===== config.mk =====
export PLATFORM = sky130hd
export DESIGN_NAME = id_ex_stage
export DESIGN_NICKNAME = d
export VERILOG_FILES = /design/src/rtl/alu_pkg.sv /design/src/rtl/alu_decoder.sv /design/src/rtl/id_ex_stage.sv
export SDC_FILE = /design/constraint.sdc
export NUM_CORES = 1
export LEC_CHECK = 0
export ABC_AREA = 0
export BUFFER_PORTS_ARGS = -buffer_cell sky130_fd_sc_hd__buf_2
export CAP_MARGIN = 25
export CORE_AREA = 2 2 139 141
export DETAILED_ROUTE_END_ITERATION = 12
export DIE_AREA = 0 0 141 143
export GPL_ROUTABILITY_DRIVEN = 1
export PLACE_DENSITY = 0.73
export SYNTH_ARGS = -nofsm -noshare
export SYNTH_HDL_FRONTEND = slang
export SYNTH_HIERARCHICAL = 1
export SYNTH_SLANG_ARGS = --single-unit

===== constraint.sdc =====
create_clock -name clk -period 1.8 [get_ports clk]
set_input_delay 0.36 -clock clk [delete_from_list [all_inputs] [get_ports clk]]
set_output_delay 0.36 -clock clk [all_outputs]
set_load 0.01 [all_outputs]

===== src/rtl/alu_pkg.sv =====
// Shared encodings for the ID/EX stage: ALU operation codes, ALUOp classes,
// forwarding selects and the shift-amount width.
package alu_pkg;

    localparam int SHAMT_W = 5;

    typedef enum logic [3:0] {
        ALU_AND = 4'b0000,
        ALU_SUB = 4'b0001,
        ALU_ADD = 4'b0010,
        ALU_OR  = 4'b0011,
        ALU_XOR = 4'b0100,
        ALU_SLL = 4'b0101,
        ALU_SRL = 4'b0110,
        ALU_SRA = 4'b0111,
        ALU_EQ  = 4'b1000,
        ALU_SLT = 4'b1001
    } alu_op_t;

    typedef enum logic [1:0] {
        ALUOP_MEM    = 2'b00,
        ALUOP_BRANCH = 2'b01,
        ALUOP_ARITH  = 2'b10,
        ALUOP_UPPER  = 2'b11
    } aluop_t;

    typedef enum logic [1:0] {
        FWD_REG  = 2'b00,
        FWD_MEM  = 2'b01,
        FWD_WB   = 2'b10,
        FWD_REG2 = 2'b11
    } fwd_sel_t;

    function automatic logic is_shift(input logic [3:0] op);
        return (op == ALU_SLL) || (op == ALU_SRL) || (op == ALU_SRA);
    endfunction

endpackage


===== src/rtl/alu_decoder.sv =====
// Combinational ALUOp/Funct3/Funct7b5/IsRType to ALU operation decode.
module alu_decoder
    import alu_pkg::*;
(
    input  logic [1:0] alu_op,
    input  logic [2:0] funct3,
    input  logic       funct7b5,
    input  logic       is_rtype,
    output logic [3:0] operation
);

    alu_op_t op;

    always_comb begin
        op = ALU_ADD;
        case (aluop_t'(alu_op))
            ALUOP_BRANCH: begin
                // BNE shares EQ; the branch unit inverts the result
                case (funct3)
                    3'b000, 3'b001: op = ALU_EQ;
                    3'b100, 3'b101: op = ALU_SLT;
                    default:        op = ALU_SUB;
                endcase
            end
            ALUOP_ARITH: begin
                case (funct3)
                    3'b000:  op = (is_rtype && funct7b5) ? ALU_SUB : ALU_ADD;
                    3'b001:  op = ALU_SLL;
                    3'b010:  op = ALU_SLT;
                    3'b011:  op = ALU_SLT;
                    3'b100:  op = ALU_XOR;
                    3'b101:  op = funct7b5 ? ALU_SRA : ALU_SRL;
                    3'b110:  op = ALU_OR;
                    default: op = ALU_AND;
                endcase
            end
            default: op = ALU_ADD;
        endcase
    end

    assign operation = op;

endmodule


===== src/rtl/id_ex_stage.sv =====
// ID/EX pipeline register feeding the ALU: one-slot valid/ready stage with
// operation decode, EX forwarding and ALUSrc mux. Optional macro: EX_FORWARD_EN.
module id_ex_stage
    import alu_pkg::*;
#(
    parameter int DATA_WIDTH    = 32,
    parameter int OPCODE_LENGTH = 4,
    parameter int REG_ADDR_W    = 5
) (
    input  logic                     clk,
    input  logic                     rst_n,
    input  logic                     in_valid,
    output logic                     in_ready,
    input  logic [DATA_WIDTH-1:0]    rs1_data,
    input  logic [DATA_WIDTH-1:0]    rs2_data,
    input  logic [DATA_WIDTH-1:0]    imm,
    input  logic [DATA_WIDTH-1:0]    pc,
    input  logic [REG_ADDR_W-1:0]    rd,
    input  logic                     ALUSrc,
    input  logic [1:0]               ALUOp,
    input  logic [2:0]               Funct3,
    input  logic                     Funct7b5,
    input  logic                     IsRType,
    input  logic                     RegWrite,
    input  logic                     MemRead,
    input  logic                     MemWrite,
    input  logic                     Branch,
    input  logic                     flush,
    input  logic [1:0]               fwd_a_sel,
    input  logic [1:0]               fwd_b_sel,
    input  logic [DATA_WIDTH-1:0]    mem_result,
    input  logic [DATA_WIDTH-1:0]    wb_result,
    output logic                     out_valid,
    input  logic                     out_ready,
    output logic [DATA_WIDTH-1:0]    SrcA,
    output logic [DATA_WIDTH-1:0]    SrcB,
    output logic [OPCODE_LENGTH-1:0] Operation,
    output logic [DATA_WIDTH-1:0]    store_data,
    output logic [DATA_WIDTH-1:0]    pc_q,
    output logic [REG_ADDR_W-1:0]    rd_q,
    output logic                     RegWrite_q,
    output logic                     MemRead_q,
    output logic                     MemWrite_q,
    output logic                     Branch_q
);

    localparam int NCTRL = 4;

    logic                     valid_reg;
    logic [DATA_WIDTH-1:0]    rs1_reg, rs2_reg, imm_reg, pc_reg;
    logic [REG_ADDR_W-1:0]    rd_reg;
    logic                     alusrc_reg;
    logic [OPCODE_LENGTH-1:0] op_reg;
    logic [NCTRL-1:0]         ctrl_reg;
    logic [NCTRL-1:0]         ctrl_in;
    logic [NCTRL-1:0]         ctrl_out;
    logic [3:0]               dec_op;
    logic                     load;

    alu_decoder u_dec (
        .alu_op   (ALUOp),
        .funct3   (Funct3),
        .funct7b5 (Funct7b5),
        .is_rtype (IsRType),
        .operation(dec_op)
    );

    assign in_ready = !valid_reg || out_ready;
    assign load     = in_valid && in_ready;
    assign ctrl_in  = {Branch, MemWrite, MemRead, RegWrite};

    always_ff @(posedge clk or negedge rst_n) begin
        if (!rst_n) begin
            valid_reg  <= 1'b0;
            rs1_reg    <= '0;
            rs2_reg    <= '0;
            imm_reg    <= '0;
            pc_reg     <= '0;
            rd_reg     <= '0;
            alusrc_reg <= 1'b0;
            op_reg     <= '0;
            ctrl_reg   <= '0;
        end else if (flush) begin
            // data fields hold; they are don't-care while the slot is empty
            valid_reg <= 1'b0;
            ctrl_reg  <= '0;
        end else if (load) begin
            valid_reg  <= 1'b1;
            rs1_reg    <= rs1_data;
            rs2_reg    <= rs2_data;
            imm_reg    <= imm;
            pc_reg     <= pc;
            rd_reg     <= rd;
            alusrc_reg <= ALUSrc;
            op_reg     <= OPCODE_LENGTH'(dec_op);
            ctrl_reg   <= ctrl_in;
        end else if (valid_reg && out_ready) begin
            valid_reg <= 1'b0;
        end
    end

    generate
        for (genvar gi = 0; gi < NCTRL; gi++) begin : g_ctrl_q
            assign ctrl_out[gi] = ctrl_reg[gi] & valid_reg;
        end
    endgenerate

    assign {Branch_q, MemWrite_q, MemRead_q, RegWrite_q} = ctrl_out;
    assign out_valid = valid_reg;
    assign Operation = op_reg;
    assign pc_q      = pc_reg;
    assign rd_q      = rd_reg;

`ifdef EX_FORWARD_EN
    always_comb begin
        case (fwd_sel_t'(fwd_a_sel))
            FWD_MEM: SrcA = mem_result;
            FWD_WB:  SrcA = wb_result;
            default: SrcA = rs1_reg;
        endcase
    end

    always_comb begin
        case (fwd_sel_t'(fwd_b_sel))
            FWD_MEM: store_data = mem_result;
            FWD_WB:  store_data = wb_result;
            default: store_data = rs2_reg;
        endcase
    end
`else
    logic unused_fwd;
    assign unused_fwd = ^{fwd_a_sel, fwd_b_sel, mem_result, wb_result};
    assign SrcA       = rs1_reg;
    assign store_data = rs2_reg;
`endif

    logic [DATA_WIDTH-1:0] srcb_raw;
    assign srcb_raw = alusrc_reg ? imm_reg : store_data;

    // shifts use only shamt so SRAI's imm bit 10 never reaches the shifter
    assign SrcB = is_shift(op_reg[3:0]) ? DATA_WIDTH'(srcb_raw[SHAMT_W-1:0]) : srcb_raw;

endmodule


==> flow_metrics.tcl, run 1 <==
set metrics [dict create \
    outcome "complete, but fails checks" \
    violations "negative setup slack" \
    p_leak_nw 4.23 \
    yosysWarnings 6 \
    diodes 0 \
    ir_drop_uv 586 \
    synthSimpleGateAreaFrac 0.0402 \
    routed_wirelength_um 15100 \
    die-width_um 141 \
    synth_cell_types 26 \
    hp-class "in -> reg" \
    worst_pin_slew_ns 0.378 \
    switching_share 0.293 \
    avgSynthCellArea_um2 14.8 \
    clk_path_buf_depth 2 \
    maxSlewHeadroom 0.748 \
    fin_tns_setup_ns -1.33 \
    rows 50 \
    drive_above_1_share 0.678 \
    p_int_mw 6.81 \
    clkLatencyLatePin_ns 0.41 \
    synth_area_um2 6030 \
    port_buffers 292 \
    post-route-min-period_ns 1.87 \
    setup_violations 28 \
    synth_nets 627 \
    worstPathArrival_ns 1.51 \
    drt-pass1-iter-count 4 \
    core_um2 18600 \
    cts_tree "yes" \
    vias 4476 \
    antenna_found_initial 0 \
    ys_seq_area_frac 0.593 \
    dp.final_hpwl_um 11400 \
    die_area_um2 20200 \
    ios 361 \
    rsz0062_at_grt "yes" \
    synth_top_area_share 0.593 \
    nets 951 \
    numCtsBuffers 17 \
    cp_max_fo 27 \
    synth_area_leaders "dfrtp_1 (59%), mux2_2 (27%), mux2i_1 (4.5%), buf_6 (2.4%), nor2_1 (1.9%)" \
    pwr-share-clk 0.333 \
    grt_usage 0.151 \
    routed_via_density 4.58 \
    clock-sinks 143 \
    whs_ns 0.178 \
    start_util 0.325 \
    cp.buffers_inverters 2 \
    wl_per_cell_um 15.4 \
    finalCritPeriodShare 1.04 \
    min_path_cells 2 \
    drtAntennaViolNets 0 \
    htreeDepth 4 \
    synth-edff-count 0 \
    p_switching_mw 2.83 \
    grt_pass1_wl_um 24100 \
    pre_cts_slack_ns 0.00794 \
    drv_cap 0 \
    seqPwrFrac 0.421 \
    syn_inst 407 \
    clock.fmax_mhz 533 \
    grt_max_degree 36 \
    synth_top_family_by_area "multiplexers" \
    slowest_stage "dfrtp_1" \
    synthMuxAreaShare 0.312 \
    end_kind "primary output" \
    die_y_um 143 \
    power_frac_comb 0.246 \
    yosysTopAreaCell "dfrtp_1" \
    synth_compound_area_frac 0.0162 \
    synthAdderAreaFrac 0.00415 \
    place.gp.congestion 0.775 \
    synthFlopType "dfrtp_1" \
    nFillCells 1711 \
    first_iter_violations 98 \
    critical_path_class "reg -> out" \
    synth_xor_area_frac 0 \
    finalClockSkew_ns 0.00707 \
    worst_path_largest_cell_delay_ns 0.39 \
    setup_slack_ns -0.0746 \
    start_kind "flop" \
    cp.depth 5 \
    worstPathRequired_ns 1.44 \
    path_delay_family "flip-flops" \
    area_delta_synth_final_pct 42.5 \
    cp_cell_sequence "nor2_2, nor3b_4, buf_12, nor2_1, buf_2" \
    rr_worst_depth 5 \
    ys_ff_latch 143 \
    synth_common_cells "dfrtp_1 (143), mux2_2 (143), nor2_1 (31)" \
    final_max_slew_viol_count 0 \
    drc_errors 0 \
    async_flop_share 1.00 \
    cts-root-buf "clkbuf_16" \
    grt_pass1_vias 4897 \
    p_per_area_nw_per_um2 1120 \
    path_clk_slew_ns 0.07 \
    gr-total-overflow 0 \
    finalHoldViolations 0 \
]
layout by cell type, fill, tap and decap left out, drive strengths merged:
cell type / Yosys / layout
clkinvlp: 0 / 6
inv: 4 / 9
nand3b: 1 / 1
nor3: 1 / 1
dlygate4sd3: 0 / 1
buf: 17 / 325
nor3b: 1 / 1
a31oi: 2 / 2
nand2b: 3 / 3
and2: 4 / 4
nand3: 4 / 4
nor2: 31 / 31
a21oi: 7 / 7
a211oi: 1 / 1
dfrtp: 143 / 143
ha: 2 / 2
mux2: 143 / 143
clkinv: 0 / 3
and2b: 1 / 1
a21o: 1 / 1
clkbuf: 4 / 17
mux2i: 27 / 27
and3b: 1 / 1
o21ai: 7 / 7
nand2: 1 / 1
nor2b: 1 / 1
power by group through the flow:
stage | registers, mW | logic, mW | clock network (mW)
floorplan | 4.26 | 1.03 | 0
global placement | 4.08 | 2.26 | 0
detailed placement | 4.11 | 2.30 | 0
CTS | 4.06 | 2.41 | 3.32
global route | 4.13 | 2.57 | 3.47
finish | 4.06 | 2.37 | 3.21
cell type report:
type,count,area (um^2),share of cell area
clock inverter,14,110,0.0128
clock buffer,17,425,0.0495
timing repair buffer,326,1900,0.221
tap,234,293,0.0341
inverter,4,15.0,0.00175
sequential,143,3580,0.417
multi-input combinational,239,2270,0.264
logic make-up after synthesis:
kind of cell / after synthesis
AND/OR/NAND/NOR: 49
adder cells (fa/ha/maj): 2
AO/OA/AOI/OAI: 18
flip-flops: 143
buffers and inverters: 25
multiplexers: 170
final timing paths:
path	start	end	slack [ns]
max in group asynchronous	rst_n	Operation[3]	0.86
setup / recovery	Operation[0]	SrcB[15]	-0.07
hold reg to reg	SrcA[14]	SrcA[14]	0.50
min in group asynchronous	rst_n	pc_q[5]	0.41
hold / removal	rs1_data[1]	SrcA[1]	0.18
setup reg to reg	out_valid	imm_reg[1]	0.09
routing by layer:
metal  share of wire  wire (um)  track usage  vias to the layer above
met2            0.53       7940        0.272                      180
met5               0          0            0                        -
met1            0.39       5850        0.169                     2191
met3           0.068       1030       0.0469                       19
met4           0.016        243       0.0568                        0
li1                -          -            -                     2086
repair_timing:
| action | in CTS | in global routing |
|---|---|---|
| buffers inserted | 5 | 0 |
| setup endpoints to repair | 32 | 33 |
| hold buffers | 1 | 0 |
| gates resized for setup | 10 | 2 |
| endpoints found under the hold margin | 29 | 0 |
metrics by stage:
step / power, mW / cell area, um^2 / utilization / instances
after floorplan: 5.29 / 6030 / - / 407
after global placement: 6.34 / 7930 / 0.427 / 940
after detailed placement: 6.41 / 7930 / 0.427 / 940
after CTS: 9.79 / 8580 / 0.462 / 977
after global routing: 10.2 / 8590 / 0.462 / 977
final: 9.64 / 8590 / 0.462 / 977
Note: power is estimated with default switching activity, not from simulation.
==> run 2: changes to the inputs <==
clock period = 1.75 ns   (was 1.8 ns; I/O delays follow)
==> flow_metrics.tcl, run 2 (same netlist as run 1, synthesis figures left out) <==
set metrics [dict create \
    critical_path_class "reg -> out" \
    die_y_um 143 \
    worst_path_largest_cell_delay_ns 0.39 \
    clock.fmax_mhz 537 \
    p_per_area_nw_per_um2 1210 \
    post_dp_cell_area_um2 7910 \
    final_max_slew_viol_count 0 \
    gr-total-overflow 0 \
    grt_usage 0.146 \
    ir_drop_uv 606 \
    place.gp.congestion 0.763 \
    grt_pass1_wl_um 23200 \
    post-route-min-period_ns 1.86 \
    clkLatencyLatePin_ns 0.41 \
    core_um2 18600 \
    clock-sinks 143 \
    end_kind "primary output" \
    drv_cap 0 \
    maxSlewHeadroom 0.760 \
    whs_ns 0.161 \
    dp.final_hpwl_um 11100 \
    fin_area_um2 8600 \
    grt_max_degree 65 \
    wl_per_cell_um 15.2 \
    worstPathArrival_ns 1.51 \
    drive_above_1_share 0.675 \
    ios 361 \
    fin_util 0.463 \
    clk_path_buf_depth 2 \
    hp-class "in -> reg" \
    routed_via_density 4.62 \
    start_kind "flop" \
    worst_pin_slew_ns 0.360 \
    cts-root-buf "clkbuf_16" \
    htreeDepth 4 \
    path_clk_slew_ns 0.06 \
    grt_pass1_vias 4762 \
    finalCritPeriodShare 1.06 \
    cp_max_fo 27 \
    worstPathRequired_ns 1.40 \
    die-width_um 141 \
    start_util 0.325 \
    die_area_um2 20200 \
    area_delta_synth_final_pct 42.6 \
    antenna_found_initial 0 \
    drtAntennaViolNets 0 \
    cts_tree "yes" \
    rows 50 \
    first_iter_violations 99 \
    drc_errors 0 \
    vias 4467 \
    rsz0062_at_grt "yes" \
    drt-pass1-iter-count 4 \
    outcome "complete, but fails checks" \
    setup_slack_ns -0.111 \
    finalClockSkew_ns 0.00707 \
    routed_wirelength_um 14700 \
    p_leak_nw 4.22 \
    nets 941 \
    cp_cell_sequence "nor2_2, nor3b_4, buf_12, nor2_1, buf_2" \
    diodes 0 \
    port_buffers 292 \
    finalHoldViolations 0 \
    violations "negative setup slack" \
    slowest_stage "dfrtp_1" \
    final_common_cell "buf_2" \
    numCtsBuffers 17 \
    most-common-layout-cells "buf_2 (287), dfrtp_1 (142), mux2_2 (139)" \
    setup_violations 32 \
]
## run 2: cell count changes in the layout (fill, tap and decap cells not counted)
cell / delta
bufinv_16: +4
buf_16: -1
clkinvlp_4: -3
clkinv_4: +1
buf_6: +1
buf_4: -10
clkinv_2: -2
nor2_2: +1
nor2_1: -1
## run 2: final cells by class
cell class	instances	area, um^2
Clock buffer	17	425
Clock inverter	14	206
Fill cell	1730	9980
Inverter	4	15.0
Multi-Input combinational cell	239	2270
Sequential cell	143	3580
Tap cell	234	293
Timing Repair Buffer	316	1810
## run 2: per-stage QoR
step	setup WS, ns	cells	power (mW)	setup TNS [ns]
6_report	-0.111	967	10.4	-2.62
5_1_grt	-0.210	967	11.0	-5.74
4_1_cts	-0.142	967	10.6	-3.66
3_5_place_dp	0.0325	935	6.58	0
3_3_place_gp	0.0545	935	6.51	0
2_1_floorplan	0.138	407	5.44	0
## run 2: worst max-delay path, delay by kind of cell (launching register included)
family	cells	cell delay, ns
buffers and inverters	2	0.34
and+or+nand+nor	3	0.35
DFF	1	0.39
## run 2: power by group
| part | switching, mW | leakage (nW) | internal [mW] |
|---|---|---|---|
| combinational | 1.10 | 2.23 | 1.28 |
| clock | 1.50 | 0.299 | 2.41 |
| sequential | 0.306 | 1.69 | 3.86 |
| total | 2.90 | 4.22 | 7.54 |
## run 2: layer usage
layer / wire, um / global-route usage / vias to the layer above
li1: - / - / 2071
met2: 7620 / 0.258 / 182
met5: 0 / 0 / -
met1: 5660 / 0.161 / 2193
met4: 238 / 0.0505 / 0
met3: 1160 / 0.0563 / 21
## run 2: worst paths after layout
path | startpoint | endpoint | slack, ns | depth (start not counted)
max | Operation[1] | SrcB[13] | -0.11 | 5
min | pc[24] | pc_q[24] | 0.16 | 2
max reg2reg | out_valid | imm_reg[4] | 0.13 | 5
min reg2reg | rd_q[0] | rd_q[0] | 0.50 | 1
max in group asynchronous | rst_n | imm_reg[8] | 0.95 | 3
min in group asynchronous | rst_n | pc_q[8] | 0.45 | 3
## run 2: timing repair
item	in CTS	in global routing
gates resized for setup	12	1
setup buffers	0	0
hold buffers	1	0
pin swaps	1	1
hold endpoints to repair	143	0
setup endpoints to repair	33	33
==> run 3: changes to the inputs <==
CTS_BUF_LIST = sky130_fd_sc_hd__clkbuf_4 sky130_fd_sc_hd__clkbuf_8   (was default)
CTS_CLUSTER_SIZE = 25   (was default)
==> flow_metrics.tcl, run 3 (same netlist as run 1, synthesis figures left out) <==
set metrics [dict create \
    wl_met2_um 7670 \
    cp.depth 4 \
    cp_max_fo 27 \
    start_util 0.325 \
    top_layer_used "met4" \
    vias 4493 \
    nets 948 \
    place.gp.congestion 0.763 \
    wl_per_cell_um 15.3 \
    violations "negative setup slack" \
    hp-start "pc[24]" \
    outcome "complete, but fails checks" \
    drc_errors 0 \
    area_delta_synth_final_pct 41.5 \
    drt-pass1-iter-count 3 \
    critical_path_class "reg -> out" \
    rr_worst_depth 5 \
    maxSlewHeadroom 0.760 \
    setup_violations 32 \
    path_clk_slew_ns 0.09 \
    grt_pass1_wl_um 23200 \
    clock-sinks 143 \
    worstPathRequired_ns 1.40 \
    nFillCells 1734 \
    drv_cap 0 \
    routed_wirelength_um 14900 \
    holdPathEnd "pc_q[24]" \
    whs_ns 0.137 \
    r2r_setup_slack_ns 0.09 \
    core_um2 18600 \
    post-route-min-period_ns 1.90 \
    die_area_um2 20200 \
    r2r_end "imm_reg[4]" \
    detailroute.wirelength.met3_um 1140 \
    clk_path_buf_depth 2 \
    slowest_stage "dfrtp_1" \
    ir_drop_uv 496 \
    die-width_um 141 \
    p_per_area_nw_per_um2 1120 \
    finalCritPeriodShare 1.09 \
    worst_pin_slew_ns 0.360 \
    drtAntennaViolNets 0 \
    rsz0062_at_grt "yes" \
    diodes 0 \
    grt_pass1_vias 4738 \
    fin_util 0.459 \
    cts_tree "yes" \
    setup_slack_ns -0.150 \
    clkLatencyLatePin_ns 0.43 \
    worstPathArrival_ns 1.55 \
    rows 50 \
    finalHoldViolations 0 \
    ios 361 \
    gr-total-overflow 0 \
    grt_usage 0.147 \
    start_kind "flop" \
    p_leak_nw 4.20 \
    cts-root-buf "clkbuf_8" \
    final_max_slew_viol_count 0 \
    dp.final_hpwl_um 11100 \
    end_kind "primary output" \
    numCtsBuffers 17 \
    finalClockSkew_ns 0.0100 \
    hp-class "in -> reg" \
    cp_cell_sequence "nor3b_4, buf_12, nor2_1, buf_2" \
    fin_tns_setup_ns -3.60 \
    drive_above_1_share 0.681 \
    final_common_cell "buf_2" \
    antenna_found_initial 0 \
    htreeDepth 4 \
    first_iter_violations 128 \
    most-common-layout-cells "buf_2 (283), dfrtp_1 (142), mux2_2 (138)" \
    min_path_cells 2 \
    path_delay_family "flip-flops" \
    clock.fmax_mhz 526 \
    grt_max_degree 65 \
    worst_path_largest_cell_delay_ns 0.43 \
    die_y_um 143 \
    cp.buffers_inverters 2 \
    port_buffers 292 \
    routed_via_density 4.61 \
    r2r_start "out_valid" \
    drt-met1-wl_um 5810 \
]
## run 3: cell count changes in the layout (fill, tap and decap cells not counted), moves of 2 or more
| cell | delta |
|---|---|
| clkbuf_16 | -17 |
| buf_4 | +3 |
| and2_1 | -2 |
| clkbuf_8 | +17 |
| buf_6 | +6 |
| and2_4 | +2 |
| buf_2 | -4 |
## run 3: worst max path at each step
stage | start | endpoint | slack, ns
3_5_place_dp | out_ready | imm_reg[4] | 0.03
3_3_place_gp | out_ready | imm_reg[5] | 0.05
2_1_floorplan | out_valid | SrcA[21] | 0.14
4_1_cts | Operation[3] | SrcB[15] | -0.19
6_report | Operation[3] | SrcB[15] | -0.15
5_1_grt | Operation[3] | SrcB[15] | -0.26
## run 3: metrics by stage
stage	total power, mW	setup WS [ns]	cells	area [um^2]
final	9.57	-0.150	974	8540
after global routing	10.1	-0.262	974	8540
after CTS	9.67	-0.192	969	8440
after detailed placement	6.58	0.0325	935	7910
after global placement	6.51	0.0545	935	7910
after floorplan	5.44	0.138	407	6030
## run 3: where the power goes
| part | total [mW] | internal, mW | switching, mW |
|---|---|---|---|
| sequential | 4.16 | 3.85 | 0.309 |
| combinational | 2.45 | 1.34 | 1.12 |
| clock | 2.96 | 1.58 | 1.38 |
## run 3: what timing repair did
action	in CTS	in global routing
buffers inserted	1	5
setup endpoints to repair	33	33
hold buffers	1	0
cloned	1	0
endpoints found under the hold margin	143	0
resized for setup	11	14
## run 3: layout make-up
class                   instances  area (um^2)  share of cell area
flip-flops and latches        143         3580               0.419
repair buffers                323         1930               0.226
clock inverters                14          206              0.0242
well taps                     234          293              0.0343
inverters                       4         17.5             0.00205
clock buffers                  17          234              0.0274
multi-input cells             239         2280               0.267
## run 3: routing by layer
| metal | track usage | vias to the layer above |
|---|---|---|
| li1 | - | 2085 |
| met1 | 0.164 | 2205 |
| met4 | 0.0505 | 0 |
| met2 | 0.257 | 181 |
| met5 | 0 | - |
| met3 | 0.0553 | 22 |
## run 3: worst reg2reg max path: cells and delay by family (launching register included)
kind | cells | cell delay, ns
buf+inv | 2 | 0.40
mux | 1 | 0.36
simple gates | 2 | 0.40
flops | 1 | 0.38
